$ cat src/rtl/nand_one.sv
// Two-input bitwise NAND with a registered valid-qualified copy and
// per-row hit counters for on-chip truth-table coverage.
module nand_one #(
    parameter int WIDTH = 1,
    parameter int CNT_W = 16
) (
    input  logic             clk,
    input  logic             rst_n,
    input  logic [WIDTH-1:0] A,
    input  logic [WIDTH-1:0] B,
    input  logic             in_valid,
    input  logic             clr,
    output logic [WIDTH-1:0] Y,
    output logic [WIDTH-1:0] y_q,
    output logic             out_valid,
    output logic [3:0]       row_seen,
    output logic             all_seen,
    output logic [CNT_W-1:0] cnt00,
    output logic [CNT_W-1:0] cnt01,
    output logic [CNT_W-1:0] cnt10,
    output logic [CNT_W-1:0] cnt11
);

    logic [1:0]       row;
    logic [CNT_W-1:0] cnt_r [4];

    assign Y        = ~(A & B);
    assign row      = {A[0], B[0]};
    assign all_seen = &row_seen;

    assign cnt00 = cnt_r[0];
    assign cnt01 = cnt_r[1];
    assign cnt10 = cnt_r[2];
    assign cnt11 = cnt_r[3];

    // clr only touches coverage state; the data path keeps running.
    always_ff @(posedge clk) begin
        if (!rst_n) begin
            y_q       <= '1;
            out_valid <= 1'b0;
            row_seen  <= '0;
            for (int i = 0; i < 4; i++) begin
                cnt_r[i] <= '0;
            end
        end else begin
            out_valid <= in_valid;
            if (in_valid) begin
                y_q <= ~(A & B);
            end
            if (clr) begin
                row_seen <= '0;
                for (int i = 0; i < 4; i++) begin
                    cnt_r[i] <= '0;
                end
            end else if (in_valid) begin
                row_seen[row] <= 1'b1;
                if (cnt_r[row] != {CNT_W{1'b1}}) begin
                    cnt_r[row] <= cnt_r[row] + CNT_W'(1);
                end
            end
        end
    end

endmodule

$ cat config.mk
export PLATFORM = sky130hd
export DESIGN_NAME = nand_one
export DESIGN_NICKNAME = d
export VERILOG_FILES = /design/src/rtl/nand_one.sv
export SDC_FILE = /design/constraint.sdc
export NUM_CORES = 1
export LEC_CHECK = 0
export CORE_UTILIZATION = 50
export DETAILED_ROUTE_END_ITERATION = 12
export PLACE_DENSITY = 0.86
export SLEW_MARGIN = 20
export SYNTH_ARGS = -nofsm -noshare
export SYNTH_HDL_FRONTEND = slang
export SYNTH_SLANG_ARGS = --single-unit
$ cat constraint.sdc
create_clock -name clk -period 3.9 [get_ports clk]
set_input_delay 0.39 -clock clk [delete_from_list [all_inputs] [get_ports clk]]
set_output_delay 0.39 -clock clk [all_outputs]
set_load 0.05 [all_outputs]
# == Yosys cells after proc, flatten, opt, wreduce, memory -nomap -nowiden ==
# Memory sizes are Yosys's and may differ from the RTL's.
# Cells that the tools add are included.
# totals
n_memories,1
ramBits,64
out_inout_bits,72
mem_bits_ro,0
register_bits,6
inputBits,6
latchBits,0
# mem_list
name,words,word_bits,rd,rd_clocked_by_memory_dff,write_ports,line_no,source
cnt_r,4,16,5,0,4,25,logic [CNT_W-1:0] cnt_r [4];
# classes
order_cmp,2
reduce_logical,4
mul,0
n_addsub,1
n_eq_ne,1
n_shift,0
div_mod_pow,0
muxes,18
n_bitwise,8
# op_table
operator,n
$mux 16,5
$add 16x1->16 const B,1
$ne 16x16->1 const B,1
$reduce_or 16->1,1
$mux 1,11
$or 1x1->1,4
$or 4x4->4,1
$reduce_and 4->1,1
$lt 2x3->1 const B,1
$demux 1 s2,1
$ge 2x1->1 const B,1
$mux 2,1
$not 1->1,2
$reduce_or 2->1,1
$and 1x1->1,1
$logic_and 1x1->1,1

# == Depth between registers and ports, before layout ==
# Gate-level depths: netlist of run 1.
# An unclocked memory read counts as a cell.
# logic_depth
ltp_word,9
mapped_depth,10
mapped_depth_nobuf,7

# == Least setup slack after synthesis of run 1 ==
# Ideal clock, no wire load.
# synth_path
path_kind,input port to flip-flop
from,in B
to,"mem cnt_r[0][0], enable pin"
required_time_ps,3528
arrival_ps,2493
setup_ps,372
slack_ps,1035
path_buffers,3
cell_stages,10
path_cell_list,buf_6 -> buf_12 -> mux4_2 -> ha_1 -> nand2b_1 -> o22ai_4 -> nand4_4 -> o21ai_2 -> buf_4 -> nand2_1
# synth_lines
element,line_no,source
"start, declared",10,"input logic [WIDTH-1:0] B,"
"end, declared",25,

==> metrics list, run 1 <==
- The synthesized design contains 64 enable-type register cells.
- The HPWL after detailed placement is around 6000 µm.
- Power spread over the standard cell area amounts to ~400 mW/mm².
* Top-area cell type share of the netlist area: between 50% and 60%
- Clock tree from TritonCTS: done
* Final hold vios: 0
* Total routed wirelength: approximately 8400 µm
- The number of setup buffers added after CTS is 0.
* Number of max-slew violations in the final report: 0
- IO buf count: 77
* Placement-stage cell area: around 0.0042 mm²
- The finished cells cover between 0.004 and 0.005 mm².
- Worst hold margin: ~0.46 ns
* Final routed DRC violation total: 0
- Worst Hold Path EP: row_seen[1]
* Final setup violation count: 0
- Averaged over all synthesized cells, the footprint is 13.9 µm².
* Share of flip-flops with an asynchronous set or reset: 0%
- Measured along the x axis, the die boundary spans 83.5 µm.
- After detailed routing, the number of vias per cell comes to between 5 and 6.
- The setup path with the least slack is of type in -> reg.
- Worst hold path type: reg -> reg
- Distinct cell type count after synthesis: 38
* Max_slew headroom: between 60% and 70%
* Worst endpoint required time: 4.09 ns
* Routed via count: approximately 2.4k
* Count of warnings emitted by yosys: 0
* Core ar.: 0.00639 mm²
* Number of resized instances in the post-cts repair step: 0
- Counting instances in the post-synthesis netlist gives the leading cell types as 64 x sky130_fd_sc_hd__edfxtp_1, 57 x sky130_fd_sc_hd__nor2_1, 19 x sky130_fd_sc_hd__nand2_1, 10 x sky130_fd_sc_hd__a21oi_1, 9 x sky130_fd_sc_hd__mux4_2.
- For the final database, setup skew stands at roughly 0.0064 ns.
- For this design the static power due to leakage is about 1.6 nW.
- Switching power: 0.489 mW
* Remaining antenna violation count: 0
- Synthesis produced ~240 cells.
- The smallest clock period supported by the final layout is computed as ~3.0 ns.
- Height of the die: approximately 83 µm
- The initial utilization of the core area, before any placement, comes to slightly above 50%.
- Entering global routing, the biggest net connects 18 pins.
- Die footprint: 0.00697 mm²
- The flow ran to the end, and the final reports show no timing, DRC or antenna violations.
- Num CTS Buffers: 9
- Net switching is approximately 28% of the power.
* Clk Tree Root Cell: sky130_fd_sc_hd__clkbuf_8
- The synthesized netlist occupies a cell area of roughly 0.0033 mm².
* Most repeated cell in the gate-level netlist after synthesis: sky130_fd_sc_hd__edfxtp_1
- Share of power burned in the clock network: just over 30%
* Nature of the critical path startpoint: input pin
- between 70 and 80 I/O pins were placed.
* Cell depth of the worst flop-to-flop path: 7
* Layout Utilization: 68.5%
- Net count after synthesis: approximately 250
* Top_reg_cell synth: sky130_fd_sc_hd__edfxtp_1
* Number of maximum-capacitance violations: 0
- The initialized floorplan defines 29 standard-cell rows.
* Setup Total Neg Slack: 0 ns
- Count of nets after finishing: ~340
- Vias in the first global route: between 2k and 2.5k
- First element of the critical path: B
- 0 antenna diodes ended up in the layout.
* Critical path endpoint category: flop
* Deepest clock path buffer count: 2
- GRT Util Overall: 25.5%
- The number of antenna violations at the first check in global routing came to 0.
* Number of levels in the clock H-tree: 3
* Iteration-0 DRC Markers: about 230
- Arrival time of the worst setup path: roughly 3.2 ns
- Clock latency on the worst-skew pair: ~0.34 ns
- At the pin with the least slew margin, the transition time is ~0.53 ns.
- In this run, post-CTS hold repair placed 0 buffers.
- RSZ-0062 raised after global routing: false
- The startpoint identified for the worst register-to-register timing path is cnt_r[1][0].
- The first global-routing pass estimated roughly 13000 µm of wire.
- IR analysis of the VDD net gives a maximum drop of between 0.2 and 0.3 mV.
* Highest fanout seen on the critical path: 9
- Number of cells in the design after placement: around 400
- The first TritonRoute pass finished after 4 iterations.
* Mean routed wirelength per cell: 20.5 µm
- Top cells by area in the synthesized netlist: sky130_fd_sc_hd__edfxtp_1 58%, sky130_fd_sc_hd__nor2_1 6.4%, sky130_fd_sc_hd__mux4_2 6.1%, sky130_fd_sc_hd__mux4_1 5.5%, sky130_fd_sc_hd__dfxtp_1 3.6%
- Final Wtd Congestion: ~0.90
- Across all register-to-register paths, the minimum setup slack is 1.43 ns.
- Share of final-layout standard cells stronger than drive strength 1: 14.3%
- Share of power burned in combinational logic: between 10% and 20%
- After clock tree synthesis, the clock-pin slew on the worst setup and hold paths is roughly 0.07 ns.
- Hold_sp: row_seen[1]
- Number of register bits inferred by synthesis: 70
- The internal power of the cells totals ~1.2 mW.
- RR Endpoint: cnt_r[1][14]
* Share of the yosys chip area belonging to registers: around three fifths
- Finished Layout Cells: 412
- Flop pwr share: around half
- Share of the clock period used by the worst path: approximately 78%
- From synthesis to final layout, the design area changed by 31.8%.
* Largest area contributor in the synthesized netlist: sky130_fd_sc_hd__edfxtp_1
* Number of filler cells placed in the layout: approximately 460
* Overflow after GRT: 0
* Upper clock frequency limit: approximately 330 MHz
* Number of stages on the worst hold path: 2
- Clock tree synthesis found a total of 70 sinks.
-- per-layer routing --
layer  track usage [%]  wire length [µm]
met4              10.9               202
met2              42.5              4250
met5                 0                 0
met1              32.0              3290
met3              6.03               696
-- cell usage in the layout (no fill, tap or decap), types with 2 or more instances in the layout --
cell type	synthesis	final
sky130_fd_sc_hd__clkdlybuf4s50_1	0	77
sky130_fd_sc_hd__edfxtp_1	64	64
sky130_fd_sc_hd__nor2_1	57	57
sky130_fd_sc_hd__nand2_1	19	19
sky130_fd_sc_hd__buf_4	7	16
sky130_fd_sc_hd__a21oi_1	10	10
sky130_fd_sc_hd__mux4_2	9	9
sky130_fd_sc_hd__clkbuf_8	0	9
sky130_fd_sc_hd__mux4_1	7	7
sky130_fd_sc_hd__xnor2_1	7	7
sky130_fd_sc_hd__dfxtp_1	6	6
sky130_fd_sc_hd__o21ai_2	4	4
sky130_fd_sc_hd__nand4_1	4	4
sky130_fd_sc_hd__xor2_1	4	4
sky130_fd_sc_hd__nor3_1	3	3
sky130_fd_sc_hd__o21ai_0	3	3
sky130_fd_sc_hd__nand3_1	3	3
sky130_fd_sc_hd__clkbuf_1	1	3
sky130_fd_sc_hd__and2_4	2	2
sky130_fd_sc_hd__mux2i_1	2	2
sky130_fd_sc_hd__and2_1	2	2
sky130_fd_sc_hd__and4_1	2	2
sky130_fd_sc_hd__nor3b_1	2	2
sky130_fd_sc_hd__inv_1	2	2
sky130_fd_sc_hd__nor4_1	2	2
sky130_fd_sc_hd__a21boi_1	2	2
sky130_fd_sc_hd__a21o_1	2	2
-- flip-flops by register name, indices dropped and copies added, names as in the netlist --
register,cells
row_seen,4
out_valid,1
cnt_r,64
y_q,1
-- worst max-delay path: stages --
cell and delay [ns]:
sky130_fd_sc_hd__clkdlybuf4s50_1 0.68, sky130_fd_sc_hd__mux4_2 0.55, sky130_fd_sc_hd__ha_1 0.23, sky130_fd_sc_hd__nand2_1 0.12, sky130_fd_sc_hd__o22ai_4 0.23, sky130_fd_sc_hd__nand4_4 0.23, sky130_fd_sc_hd__or4b_4 0.61, sky130_fd_sc_hd__a21oi_1 0.19
-- stage by stage --
step	power, mW	setup WS [ns]
floorplan	1.10	1.04
global placement	1.21	0.624
detailed placement	1.21	0.529
CTS	1.74	0.863
global route	1.79	0.734
finish	1.74	0.857
-- worst max-delay path by stage --
stage	cells past startpoint	slack (ns)	to
2_1_floorplan	10	1.04	cnt_r[0][0]
3_3_place_gp	8	0.62	cnt_r[1][12]
3_5_place_dp	8	0.53	cnt_r[1][14]
4_1_cts	8	0.86	cnt_r[1][14]
5_1_grt	8	0.73	cnt_r[1][14]
6_report	8	0.86	cnt_r[1][14]
-- kinds of logic after synthesis --
| family | synth area share (%) |
|---|---|
| adders and majority gates | 0.377 |
| buffers and inverters | 3.32 |
| xor gates and xnor gates | 2.90 |
| and+or+nand+nor | 14.9 |
| AOI/OAI and AO/OA | 4.75 |
| DFF | 61.5 |
| muxes | 12.3 |
-- layout make-up --
type,count,area (µm²),share of cell area [%]
Clock buffer,12,135,3.09
Inverter,2,7.51,0.172
Clock inverter,2,35.0,0.801
Timing Repair Buffer,93,891,20.4
Multi-Input combinational cell,156,1170,26.7
Sequential cell,70,2040,46.7
Tap cell,77,96.3,2.20
-- power groups by stage --
stage	combinational (mW)	clock, mW	sequential, mW
finish	0.324	0.538	0.874
global route	0.338	0.575	0.877
CTS	0.325	0.544	0.874
detailed placement	0.323	0	0.890
global placement	0.317	0	0.888
floorplan	0.0949	0	1.01
No activity file was read; power rests on OpenSTA's default activity.
==> run 2, diff against run 1 <==
==> constraint.sdc (replaced) <==
create_clock -name clk -period 3.09 [get_ports clk]
set_input_delay 0.309 -clock clk [delete_from_list [all_inputs] [get_ports clk]]
set_output_delay 0.309 -clock clk [all_outputs]
set_load 0.05 [all_outputs]
==> run 2 against run 1 <==
- clock power increased by 28%
- core utilization increased by 0.63 points
- highest routed layer unchanged
- sequential power increased by 26%
- combinational power increased by 27%
- first-iteration DRC count increased by 19%
- clock skew increased by 0.0016 ns
- worst setup slack got worse by 0.60 ns
- power increased by 27%
- global-route usage about the same
- non-clock buffer count increased by 4
- via count increased by 0.41%
==> metrics list, run 2 (synthesis gave the netlist of run 1 again) <==
- The library cell used most frequently in the layout, excluding fill and tap cells, is sky130_fd_sc_hd__clkdlybuf4s50_1.
- Worst hold path type: in -> reg
- Pre-Repair DR Iteration Count: 4 (unchanged)
* Peak VDD IR: 0.291 mV (+5.3%)
* Layout Utilization: 69.1% (+0.63 points)
- Critical path's slowest cell: sky130_fd_sc_hd__clkdlybuf4s50_1
- The maximum root-to-sink buffer count is 2 (unchanged).
* IO buf count: 77 (unchanged)
- Final hold vios: 0 (unchanged)
* Number of maximum-capacitance violations: 0 (unchanged)
- The worst setup path is launched from an input pin.
* Biggest cell delay along the critical path: 0.55 ns (-0.13 ns)
- The tree is rooted in a sky130_fd_sc_hd__clkbuf_8.
- Core ar.: 0.00639 mm² (unchanged)
* HPWL reported at the end of detailed placement: 6220 µm (+1.2%)
- The overall die area came to 0.00697 mm² (unchanged).
- The pin count of the biggest net entering global routing was 20 (+2).
* Critical path class: in -> reg
- The H-tree depth reported by CTS is 3 (unchanged).
- The proportion of total power due to net switching came to 28.6% (+0.39 points).
* Number of sinks handled by clock tree synthesis: 70 (unchanged)
- The final layout net count is 343 (+1.2%).
* Vias in the first global route: 2498 (+2.4%)
- Number of max-slew violations in the final report: 0 (unchanged)
- The worst hold path cell count is 2 (unchanged).
- The data arrival time of the worst path is 2.90 ns (-0.33 ns).
- The first-pass GRT wire length is 13200 µm (+1.3%).
- The relative contribution of the clock network to total power is 31.3% (+0.3 points).
* Cell area after layout: 0.00441 mm² (+0.92%)
- Hold_sp: rst_n
- Clock tree from TritonCTS: done
* Register-to-register setup slack: 0.56 ns (-0.87 ns)
- The worst register-to-register path ends at cnt_r[2][12].
- The worst slew margin relative to its limit is 60.4% (-4.0 points).
- Highest fanout seen on the critical path: 9 (unchanged)
- Placement-stage cell area: 0.00423 mm² (+0.71%)
- GRT Util Overall: 25.5% (+0.044 points)
- The logic gate share of total power is 18.7% (about the same).
- Remaining antenna violation count: 0 (unchanged)
- Worst path top cell family by delay: compound AO/OA/AOI/OAI gates
- The number of endpoints failing setup at the final stage came to 0 (unchanged).
- Worst endpoint required time: 3.16 ns (-0.93 ns)
* Num CTS Buffers: 9 (unchanged)
* Upper clock frequency limit: 353 MHz
- The number of vias in the routed layout is 2453 (+0.41%).
* Power Density: 500 mW/mm² (+26%)
- Number of resized instances in the post-cts repair step: 0 (unchanged)
- The top cell types in the final layout, fill and taps aside, are 77 x sky130_fd_sc_hd__clkdlybuf4s50_1, 64 x sky130_fd_sc_hd__edfxtp_1, 57 x sky130_fd_sc_hd__nor2_1, 20 x sky130_fd_sc_hd__buf_4, 19 x sky130_fd_sc_hd__nand2_1.
* Biggest regs: cnt_r x64, row_seen x4
- The area of the multi-input gates is 0.00117 mm² (unchanged).
* Internal Pwr Total: 1.58 mW (+26%)
- The wire length per cell came to 20.1 µm (-2.1%).
* Slew at the pin with the worst max-slew slack: 0.587 ns (+0.0549 ns)
- The buffers plus inverters on the worst setup path came to 1 (unchanged).
- The sequential group share of total power came to 50.0% (-0.4 points).
* Final Wtd Congestion: 0.920 (+2.5%)
- Pre-CTS setup slack: -0.0310 ns (-0.560 ns)
* Fin Clk Skew: 0.00803 ns (+0.00163 ns)
- Row cnt: 29 (unchanged)
- CP cell instances: clkdlybuf4s50_1 -> mux4_2 -> ha_1 -> nand2_1 -> o22ai_4 -> nand4_4 -> o21ai_0 -> a21oi_1
- Iteration-0 DRC Markers: 272 (+19%)
- Antenna diode count: 0 (unchanged)
- DR vias/cell: 5.87 (-1.0%)
* Number of filler cells placed in the layout: 459 (unchanged)
* Worst Hold Path EP: y_q
- Count of hold-fix buffers inserted at cts: 0 (unchanged)
- Total routed wirelength: 8380 µm (-0.68%)
* Lkg Pwr: 1.61 nW (+1.7%)
- The die span in y is 83.5 µm (unchanged).
- The post-layout worst setup margin is 0.256 ns (-0.600 ns).
- The worst setup path is captured at a flop.
* Reg with most FFs: cnt_r
- The final critical path takes up between 90% and 100% of the cycle.
- Top-level I/O count: 78 (unchanged)
- The flip-flop count of the largest register after layout is 64 (unchanged).
- The number of antenna violations at the first check in global routing came to 0 (unchanged).
* RSZ-0062 raised after global routing: false
- Counting I/O delays and the setup requirement, the final critical path takes about 2.8 ns.
- Switching power: 0.630 mW (+29%)
- Share of final-layout standard cells stronger than drive strength 1: 15.8% (+1.5 points)
- Layout-stage area growth over the synthesis result: 33.0%
- Horizontal extent of the die: 83.5 µm (unchanged)
* Clock edge transition at the registers on the reported setup and hold paths: 0.07 ns (about the same)
- The path length in cells of the critical path was 8 (unchanged).
* Final routed DRC violation total: 0 (unchanged)
- The flow ran to the end, and the final reports show no timing, DRC or antenna violations.
- The insertion delay of the later-clocked pin in the worst-skew pair was 0.35 ns (about the same).
- The effective utilization at floorplan is 52.0% (unchanged).
- Worst reg2reg startpoint: cnt_r[1][0]
* Cell depth of the worst flop-to-flop path: 7 (unchanged)
- The final global-route overflow total was 0 (unchanged).
- The total setup buffers inserted after CTS came to 0 (unchanged).
* Total area of sequential cells: 0.00204 mm² (unchanged)
-- run 2: cell types whose count changed in the layout (fill, tap and decap cells not counted), sizes merged --
cell,change
clkinv,+4
buf,+4
clkbuf,-2
-- run 2: cell type report --
cell class / instances / area share, %
repair buffers: 97 / 20.9
clock buffers: 10 / 2.89
multi-input cells: 156 / 26.4
flip-flops and latches: 70 / 46.3
inverters: 2 / 0.170
clock inverters: 6 / 1.19
well taps: 77 / 2.18
-- run 2: routing by layer --
metal | global-route usage [%] | routed length [µm] | vias up
met5 | 0 | 0 | -
met4 | 10.3 | 184 | 0
met3 | 7.52 | 887 | 21
met2 | 42.2 | 4120 | 143
met1 | 31.7 | 3190 | 1200
li1 | - | - | 1089
-- run 2: power groups by stage --
stage	clock [mW]	combinational (mW)	sequential (mW)
after floorplan	0	0.120	1.27
after global placement	0	0.404	1.12
after detailed placement	0	0.412	1.12
after CTS	0.697	0.413	1.10
after global routing	0.738	0.429	1.11
final	0.690	0.413	1.10
-- run 2: worst max path at each step --
stage	endpoint	slack [ns]	start
after global placement	cnt_r[1][14]	0.03	B
after detailed placement	cnt_r[3][12]	-0.03	B
after global routing	cnt_r[2][12]	0.11	B
final	cnt_r[2][12]	0.26	B
after floorplan	cnt_r[0][0]	0.24	cnt_r[3][0]
after CTS	cnt_r[0][14]	0.33	B
-- run 2: worst reg2reg max path: stages (launching register included) --
cell and delay (ns):
sky130_fd_sc_hd__edfxtp_1 0.36, sky130_fd_sc_hd__mux4_2 0.33, sky130_fd_sc_hd__ha_1 0.25, sky130_fd_sc_hd__nand2_1 0.11, sky130_fd_sc_hd__o22ai_4 0.25, sky130_fd_sc_hd__nand4_4 0.24
sky130_fd_sc_hd__o21ai_0 0.55, sky130_fd_sc_hd__a21oi_1 0.16
-- run 2: through the flow --
stage / TNS (ns) / hold WS (ns) / total power, mW / std cells
after CTS: 0 / 0.459 / 2.21 / 418
final: 0 / 0.464 / 2.21 / 418
after global routing: 0 / 0.488 / 2.27 / 418
after floorplan: 0 / 0.371 / 1.39 / 239
after detailed placement: -0.503 / 0.465 / 1.53 / 402
after global placement: 0 / 0.450 / 1.53 / 402
